`src/rtl/nco_sequencer.sv`:
```
// -----------------------------------------------------------------------------
// nco_sequencer
//
// Dual-channel numerically controlled oscillator sequencer for a stereo DAC.
// Every rising edge of the DAC word clock (lrclk) starts a short, fixed
// sequence when enabled:
//   1. Both phase accumulators advance by their per-channel increments.
//   2. The left and then the right phase are turned into a quarter-wave ROM
//      address and read one after the other through a shared ROM port.
//   3. The ROM magnitudes are sign-corrected for the quadrant of their own
//      channel.
//   4. Both samples are presented together with a one-cycle sample_valid.
//
// Sequence timing, with E the cycle in which the synchronised edge is seen:
//   E+1 ACC    phases advance
//   E+2 RD_L   rom_en=1, left address
//   E+3 RD_R   rom_en=1, right address; left data captured
//   E+4 CAP_R  right data captured
//   E+5 DONE   samples registered; a deferred phase clear is applied here
//   E+6        left_sample/right_sample updated, sample_valid=1
//
// lrclk is asynchronous to clk and is brought in through a two-flop
// synchroniser followed by one more flop for rising-edge detection.
//
// Ports
//   clk           system clock (MCLK domain), single clock for all logic
//   reset_n       asynchronous active-low reset
//   lrclk         DAC word clock, asynchronous to clk
//   enable        when high, lrclk rising edges start sequences
//   phase_clr     single-cycle request to zero both accumulators
//   freq_l/r      per-channel phase increments (PHW bits), used in ACC
//   rom_en        quarter-wave ROM read strobe
//   rom_addr      quarter-wave ROM address (PW-2 bits), held when idle
//   rom_data      ROM read data, valid the cycle after rom_en
//   left_sample   signed two's-complement left sample (OW bits)
//   right_sample  signed two's-complement right sample (OW bits)
//   sample_valid  one-cycle pulse marking new samples
//   busy          a sequence is in progress
//   overrun       sticky: an edge arrived while busy and was dropped
// -----------------------------------------------------------------------------
module nco_sequencer #(
    parameter int PHW = 24,  // phase accumulator width
    parameter int PW  = 18,  // phase bits used for lookup (2 quadrant + PW-2 index)
    parameter int OW  = 24   // sample and ROM data width
) (
    input  logic           clk,
    input  logic           reset_n,
    input  logic           lrclk,
    input  logic           enable,
    input  logic           phase_clr,
    input  logic [PHW-1:0] freq_l,
    input  logic [PHW-1:0] freq_r,
    output logic           rom_en,
    output logic [PW-3:0]  rom_addr,
    input  logic [OW-1:0]  rom_data,
    output logic [OW-1:0]  left_sample,
    output logic [OW-1:0]  right_sample,
    output logic           sample_valid,
    output logic           busy,
    output logic           overrun
);

    // -------------------------------------------------------------------------
    // FSM encoding
    // -------------------------------------------------------------------------
    localparam logic [2:0] S_IDLE  = 3'd0;
    localparam logic [2:0] S_ACC   = 3'd1;
    localparam logic [2:0] S_RD_L  = 3'd2;
    localparam logic [2:0] S_RD_R  = 3'd3;
    localparam logic [2:0] S_CAP_R = 3'd4;
    localparam logic [2:0] S_DONE  = 3'd5;

    logic [2:0]     state;
    logic [2:0]     next_state;

    // lrclk synchroniser and edge detector
    logic           lr_sync1;
    logic           lr_sync2;
    logic           lr_sync3;
    logic           lr_rise;

    // Phase accumulators and their lookup words
    logic [PHW-1:0] phase_l;
    logic [PHW-1:0] phase_r;
    logic [PHW-1:0] phase_l_next;
    logic [PW-1:0]  look_l;
    logic [PW-1:0]  look_r;
    logic [PW-3:0]  addr_l;
    logic [PW-3:0]  addr_r;

    // Per-channel negate flags (quadrant MSB) and captured samples
    logic           neg_l;
    logic           neg_r;
    logic [OW-1:0]  cap_l;
    logic [OW-1:0]  cap_r;

    // Phase clear requested while busy, applied when the sequence ends
    logic           clr_pending;

    // Two's-complement negation of a ROM magnitude for the lower half-wave.
    function automatic logic [OW-1:0] apply_sign(input logic [OW-1:0] mag,
                                                 input logic          neg);
        return neg ? (~mag + OW'(1)) : mag;
    endfunction

    // -------------------------------------------------------------------------
    // lrclk synchroniser: two metastability flops plus one edge-detect flop
    // -------------------------------------------------------------------------
    // NOTE: every clocked block uses non-blocking assignments so all flops
    // sample their inputs from the same edge, independent of statement order.
    always_ff @(posedge clk or negedge reset_n) begin
        if (!reset_n) begin
            lr_sync1 <= 1'b0;
            lr_sync2 <= 1'b0;
            lr_sync3 <= 1'b0;
        end else begin
            lr_sync1 <= lrclk;
            lr_sync2 <= lr_sync1;
            lr_sync3 <= lr_sync2;
        end
    end

    assign lr_rise = lr_sync2 & ~lr_sync3;

    // -------------------------------------------------------------------------
    // Sequencer FSM: one state per cycle, no early exits
    // -------------------------------------------------------------------------
    // NOTE: next_state gets a default before the case so no path through the
    // block leaves it unassigned, which would otherwise infer a latch.
    always_comb begin
        next_state = S_IDLE;
        case (state)
            // A clear request coincident with an edge wins: the edge is
            // dropped and only the accumulators are zeroed.
            S_IDLE:  next_state = (lr_rise && enable && !phase_clr) ? S_ACC : S_IDLE;
            S_ACC:   next_state = S_RD_L;
            S_RD_L:  next_state = S_RD_R;
            S_RD_R:  next_state = S_CAP_R;
            S_CAP_R: next_state = S_DONE;
            S_DONE:  next_state = S_IDLE;
            default: next_state = S_IDLE;
        endcase
    end

    always_ff @(posedge clk or negedge reset_n) begin
        if (!reset_n) begin
            state <= S_IDLE;
        end else begin
            state <= next_state;
        end
    end

    assign busy = (state != S_IDLE);

    // Edges are never queued; one that lands mid-sequence is only recorded.
    always_ff @(posedge clk or negedge reset_n) begin
        if (!reset_n) begin
            overrun <= 1'b0;
        end else if (lr_rise && busy) begin
            overrun <= 1'b1;
        end
    end

    // -------------------------------------------------------------------------
    // Phase accumulators
    // -------------------------------------------------------------------------
    assign phase_l_next = phase_l + freq_l;

    always_ff @(posedge clk or negedge reset_n) begin
        if (!reset_n) begin
            phase_l     <= '0;
            phase_r     <= '0;
            clr_pending <= 1'b0;
        end else begin
            case (state)
                S_IDLE: begin
                    if (phase_clr) begin
                        phase_l <= '0;
                        phase_r <= '0;
                    end
                end
                S_ACC: begin
                    // Silent modulo-2^PHW wrap from the natural adder width.
                    phase_l <= phase_l_next;
                    phase_r <= phase_r + freq_r;
                end
                S_DONE: begin
                    // A request arriving in DONE itself is honoured here too.
                    if (clr_pending || phase_clr) begin
                        phase_l <= '0;
                        phase_r <= '0;
                    end
                end
                default: begin
                end
            endcase

            if (state == S_DONE) begin
                clr_pending <= 1'b0;
            end else if (busy && phase_clr) begin
                clr_pending <= 1'b1;
            end
        end
    end

    // -------------------------------------------------------------------------
    // Quarter-wave address mapping
    // The left address is issued on the ACC->RD_L edge, so it is taken from
    // the value the accumulator is being loaded with. The right address is
    // issued one cycle later, from the already updated accumulator.
    // -------------------------------------------------------------------------
    assign look_l = phase_l_next[PHW-1 -: PW];
    assign look_r = phase_r[PHW-1 -: PW];

    // Odd quadrants walk the quarter wave backwards.
    assign addr_l = look_l[PW-2] ? ~look_l[PW-3:0] : look_l[PW-3:0];
    assign addr_r = look_r[PW-2] ? ~look_r[PW-3:0] : look_r[PW-3:0];

    // -------------------------------------------------------------------------
    // ROM port, data capture and output registers
    // -------------------------------------------------------------------------
    always_ff @(posedge clk or negedge reset_n) begin
        if (!reset_n) begin
            rom_en       <= 1'b0;
            rom_addr     <= '0;
            neg_l        <= 1'b0;
            neg_r        <= 1'b0;
            cap_l        <= '0;
            cap_r        <= '0;
            left_sample  <= '0;
            right_sample <= '0;
            sample_valid <= 1'b0;
        end else begin
            rom_en       <= 1'b0;
            sample_valid <= 1'b0;
            case (state)
                S_ACC: begin
                    // Strobe is high during RD_L with the left address.
                    rom_en   <= 1'b1;
                    rom_addr <= addr_l;
                    neg_l    <= look_l[PW-1];
                end
                S_RD_L: begin
                    // Strobe is high during RD_R with the right address.
                    rom_en   <= 1'b1;
                    rom_addr <= addr_r;
                    neg_r    <= look_r[PW-1];
                end
                S_RD_R: begin
                    cap_l <= apply_sign(rom_data, neg_l);
                end
                S_CAP_R: begin
                    cap_r <= apply_sign(rom_data, neg_r);
                end
                S_DONE: begin
                    left_sample  <= cap_l;
                    right_sample <= cap_r;
                    sample_valid <= 1'b1;
                end
                default: begin
                end
            endcase
        end
    end

endmodule

```
`config.mk`:
```
export PLATFORM = sky130hd
export DESIGN_NAME = nco_sequencer
export DESIGN_NICKNAME = d
export VERILOG_FILES = /design/src/rtl/nco_sequencer.sv
export SDC_FILE = /design/constraint.sdc
export NUM_CORES = 1
export LEC_CHECK = 0
export ABC_CLOCK_PERIOD_IN_PS = 3600
export CORE_MARGIN = 10
export CORE_UTILIZATION = 47
export CTS_BUF_LIST = sky130_fd_sc_hd__clkbuf_16
export DETAILED_ROUTE_END_ITERATION = 8
export GPL_ROUTABILITY_DRIVEN = 1
export PLACE_DENSITY = 0.77
export SYNTH_ARGS = -nofsm -noshare
export SYNTH_HDL_FRONTEND = slang
export SYNTH_SLANG_ARGS = --single-unit
export TNS_END_PERCENT = 50
```
`constraint.sdc`:
```
create_clock -name clk -period 3.6 [get_ports clk]
set_input_delay 1.08 -clock clk [delete_from_list [all_inputs] [get_ports clk]]
set_output_delay 1.08 -clock clk [all_outputs]
set_load 0.02 [all_outputs]
```
==> results.yml <==
finish:
  multi_input_area_um2: 5114
  nFillCells: 1614
  final_area_um2: 12710
  mostFrequentLayoutCells: "171 x dfrtp_1, 139 x clkdlybuf4s50_1, 122 x nand2_1, 103 x buf_4, 62 x xor2_1"
  final_common_cell: "dfrtp_1"
  syn_to_final_growth_pct: 33.29
  n_antenna_cell: 0
  final_net_count: 1310
  fin_cells: 1467
  regArea_um2: 4279
  drive_gt1_share_pct: 15.87
floorplanning:
  die_area_um2: 26390
  dieHeight_um: 162.5
  row_count: 52
  initial_core_util_pct: 47.44
  core_area_um2: 20100
  die_w_um: 162.5
  io_pins: 145
min_path:
  whs_endpoint: "lr_sync2$_DFF_PN0_"
  hold_path_depth: 0
  min_path_type: "reg -> reg"
  min_from: "lr_sync1$_DFF_PN0_"
routing:
  drtIter0Drc: 426
  route.detailed.wl_per_inst_um: 17.72
  drc: 0
  dr.pass1.iters: 5
  final_antenna_net_count: 0
  num_vias: 8047
  drt-total-wl_um: 25990
  viasPerCell: 5.485
sta:
  hold_viol: 0
  fin_skew_ns: 0.01600
  max_slew.worst_pin.slew_ns: 0.9024
  slew_viol_final: 0
  setup_viol_count_final: 0
  max_slew_margin_pct: 39.84
  post-route-period-util_pct: 97.51
  clock.fmax_mhz: 284.9
  layout_setup_ws_ns: 0.08976
  fin_hold_ws_ns: 0.3406
  period_needed_ns: 3.510
yosys:
  synth_cell_types: 68
  ys.flop_type: "dfrtp_1"
  synth_cells: 960
  syn_area_um2: 9538
  syn_area_per_cell_um2: 9.935
  seq_area_frac_synth_pct: 44.86
  synthArstFlopShare_pct: 100.0
  synth_edf_count: 0
  syn_nets: 1086
  synth-seq-cells: 171
  synth-warning-count: 0
setup_path:
  rr_worst_depth: 12
  rr_startpoint: "phase_r[0]$_DFFE_PN0P_"
  regToRegEndpoint: "phase_r[22]$_DFFE_PN0P_"
  worst_setup_path_start_kind: "input pin"
  slowest_stage: "clkdlybuf4s50_1"
  r2r_slack_ns: 0.61
  end_kind: "flip-flop"
  worstSetupPathType: "in -> reg"
  path_cells: "clkdlybuf4s50_1 -> fa_2 -> a21o_1 -> a221oi_2 -> o2bb2ai_2 -> o211a_1 -> o31ai_4 -> o21ai_2 -> xnor2_4 -> clkbuf_16 -> xnor2_1 -> o21ai_1"
  crit_arrival_ns: 3.82
  cp.required_ns: 3.91
  crit_fanout: 5
  cp_slowest_stage_delay_ns: 0.47
cts:
  clk_pin_slew_ns: 0.08
  clockBufferDepth: 2
  htreeDepth: 4
  worstSkewPairLatency_ns: 0.44
  cts_num_sinks: 171
  numCtsBuffers: 17
  cts_tree: "built"
  cts-root-buf: "clkbuf_16"
  cts_hold_buf: 0
status:
  outcome: "finished, final reports clean"
global_route:
  grt_usage_pct: 19.30
  antenna_found_initial: 0
  grt_pass1_wl_um: 41260
  grt.overflow.total: 0
  grt_pass1_vias: 8150
  grt_max_degree: 72
power:
  p_leak_uw: 0.005718
  p_per_area_nw_per_um2: 860.8
  irDropWorstVdd_mv: 0.4828
place:
  io_buffers: 144
  gp_congestion: 0.9205
  dp_slack_ns: -0.4824
  hpwl_um: 18950
  placed_cell_area_um2: 11960
  place_inst: 1427
flow_run:
  drv_cap: 0
-- worst max path at each step --
stage | start | end | slack (ns) | cells after the start
final | freq_l[1] | rom_addr[7]$_DFFE_PN0P_ | 0.09 | 12
after global routing | freq_l[1] | rom_addr[1]$_DFFE_PN0P_ | -0.007 | 12
after CTS | freq_l[0] | rom_addr[14]$_DFFE_PN0P_ | 0.004 | 13
after detailed placement | freq_r[0] | phase_r[22]$_DFFE_PN0P_ | -0.48 | 13
after global placement | freq_r[0] | phase_r[22]$_DFFE_PN0P_ | -0.48 | 13
after floorplan | freq_l[0] | rom_addr[0]$_DFFE_PN0P_ | 0.007 | 12
-- critical path, delay by kind of cell --
family                   cells  cell delay [ns]
adder cells (fa/ha/maj)      1             0.42
buffers and inverters        2             0.68
XOR/XNOR                     2             0.32
AO/OA/AOI/OAI                7             1.31
-- through the flow --
stage	total power (uW)	TNS, ns	utilization, %
floorplan	6739	0	-
global placement	8834	-10.96	59.48
detailed placement	8984	-12.55	59.48
CTS	10890	0	62.52
global route	11710	-0.009533	63.24
finish	10940	0	63.24
-- cells by family after synthesis --
kind of cell               Yosys count  synth area share [%]
AOI/OAI and AO/OA                  256                 16.83
xor gates and xnor gates           112                 10.48
adders and majority gates           49                 6.585
buffers and inverters               62                 2.624
DFF                                171                 44.86
muxes                               51                 5.995
and+or+nand+nor                    259                 12.62
-- Yosys cell counts, types with 8 or more instances --
cell type    n  share of area (%)
nand3_1     10               0.52
dfrtp_1    171                 45
nand2_1    122                4.8
a21oi_1     59                3.1
inv_1       15               0.59
xor2_1      63                5.8
a21o_1      21                1.7
a22o_1      21                1.9
or3_1       14               0.92
o211ai_1    13                1.0
mux2_1      33                3.9
ha_1        47                6.2
nor2_1      52                2.0
o21ai_1     43                2.3
buf_1        8               0.31
nor2b_1      9               0.59
clkbuf_1    34                1.3
a211oi_1    13                1.0
o21ai_0     46                2.4
nor3_1      11               0.58
xnor2_1     48                4.4
mux2_2      16                1.9
-- timing repair --
item / CTS / global route
pin swaps: 1 / 25
buffers inserted: 1 / 6
cloned: 0 / 1
gates resized for setup: 2 / 18
endpoints found under the setup margin: 3 / 25
-- report_power, final --
| part | internal (uW) | switching [uW] |
|---|---|---|
| logic | 2770 | 2940 |
| registers | 2750 | 634 |
| clock network | 937 | 912 |
| total | 6460 | 4490 |
-- registers in the layout, indices dropped and copies added (netlist names) --
signal,count
cap_l,24
cap_r,24
left_sample,24
phase_l,24
phase_r,24
right_sample,24
rom_addr,16
state,3
clr_pending,1
lr_sync1,1
lr_sync2,1
lr_sync3,1
neg_l,1
neg_r,1
overrun,1
sample_valid,1
-- routing by layer --
| layer | track usage, % | part of all wire, % | vias to the layer above |
|---|---|---|---|
| li1 | - | - | 3847 |
| met1 | 23.61 | 42 | 3929 |
| met2 | 32.18 | 48 | 235 |
| met3 | 6.067 | 7.4 | 36 |
| met4 | 5.252 | 1.9 | 0 |
| met5 | 0 | 0 | - |
-- layout make-up --
class                      count  share of cell area [%]
inverter                      15                  0.4429
multi-input combinational    727                   40.22
tap                          270                   2.657
clock buffer                  17                   3.346
sequential                   171                   33.66
clock inverter                15                   1.338
timing repair buffer         252                   18.33
Power figures use the tool's default switching activity.
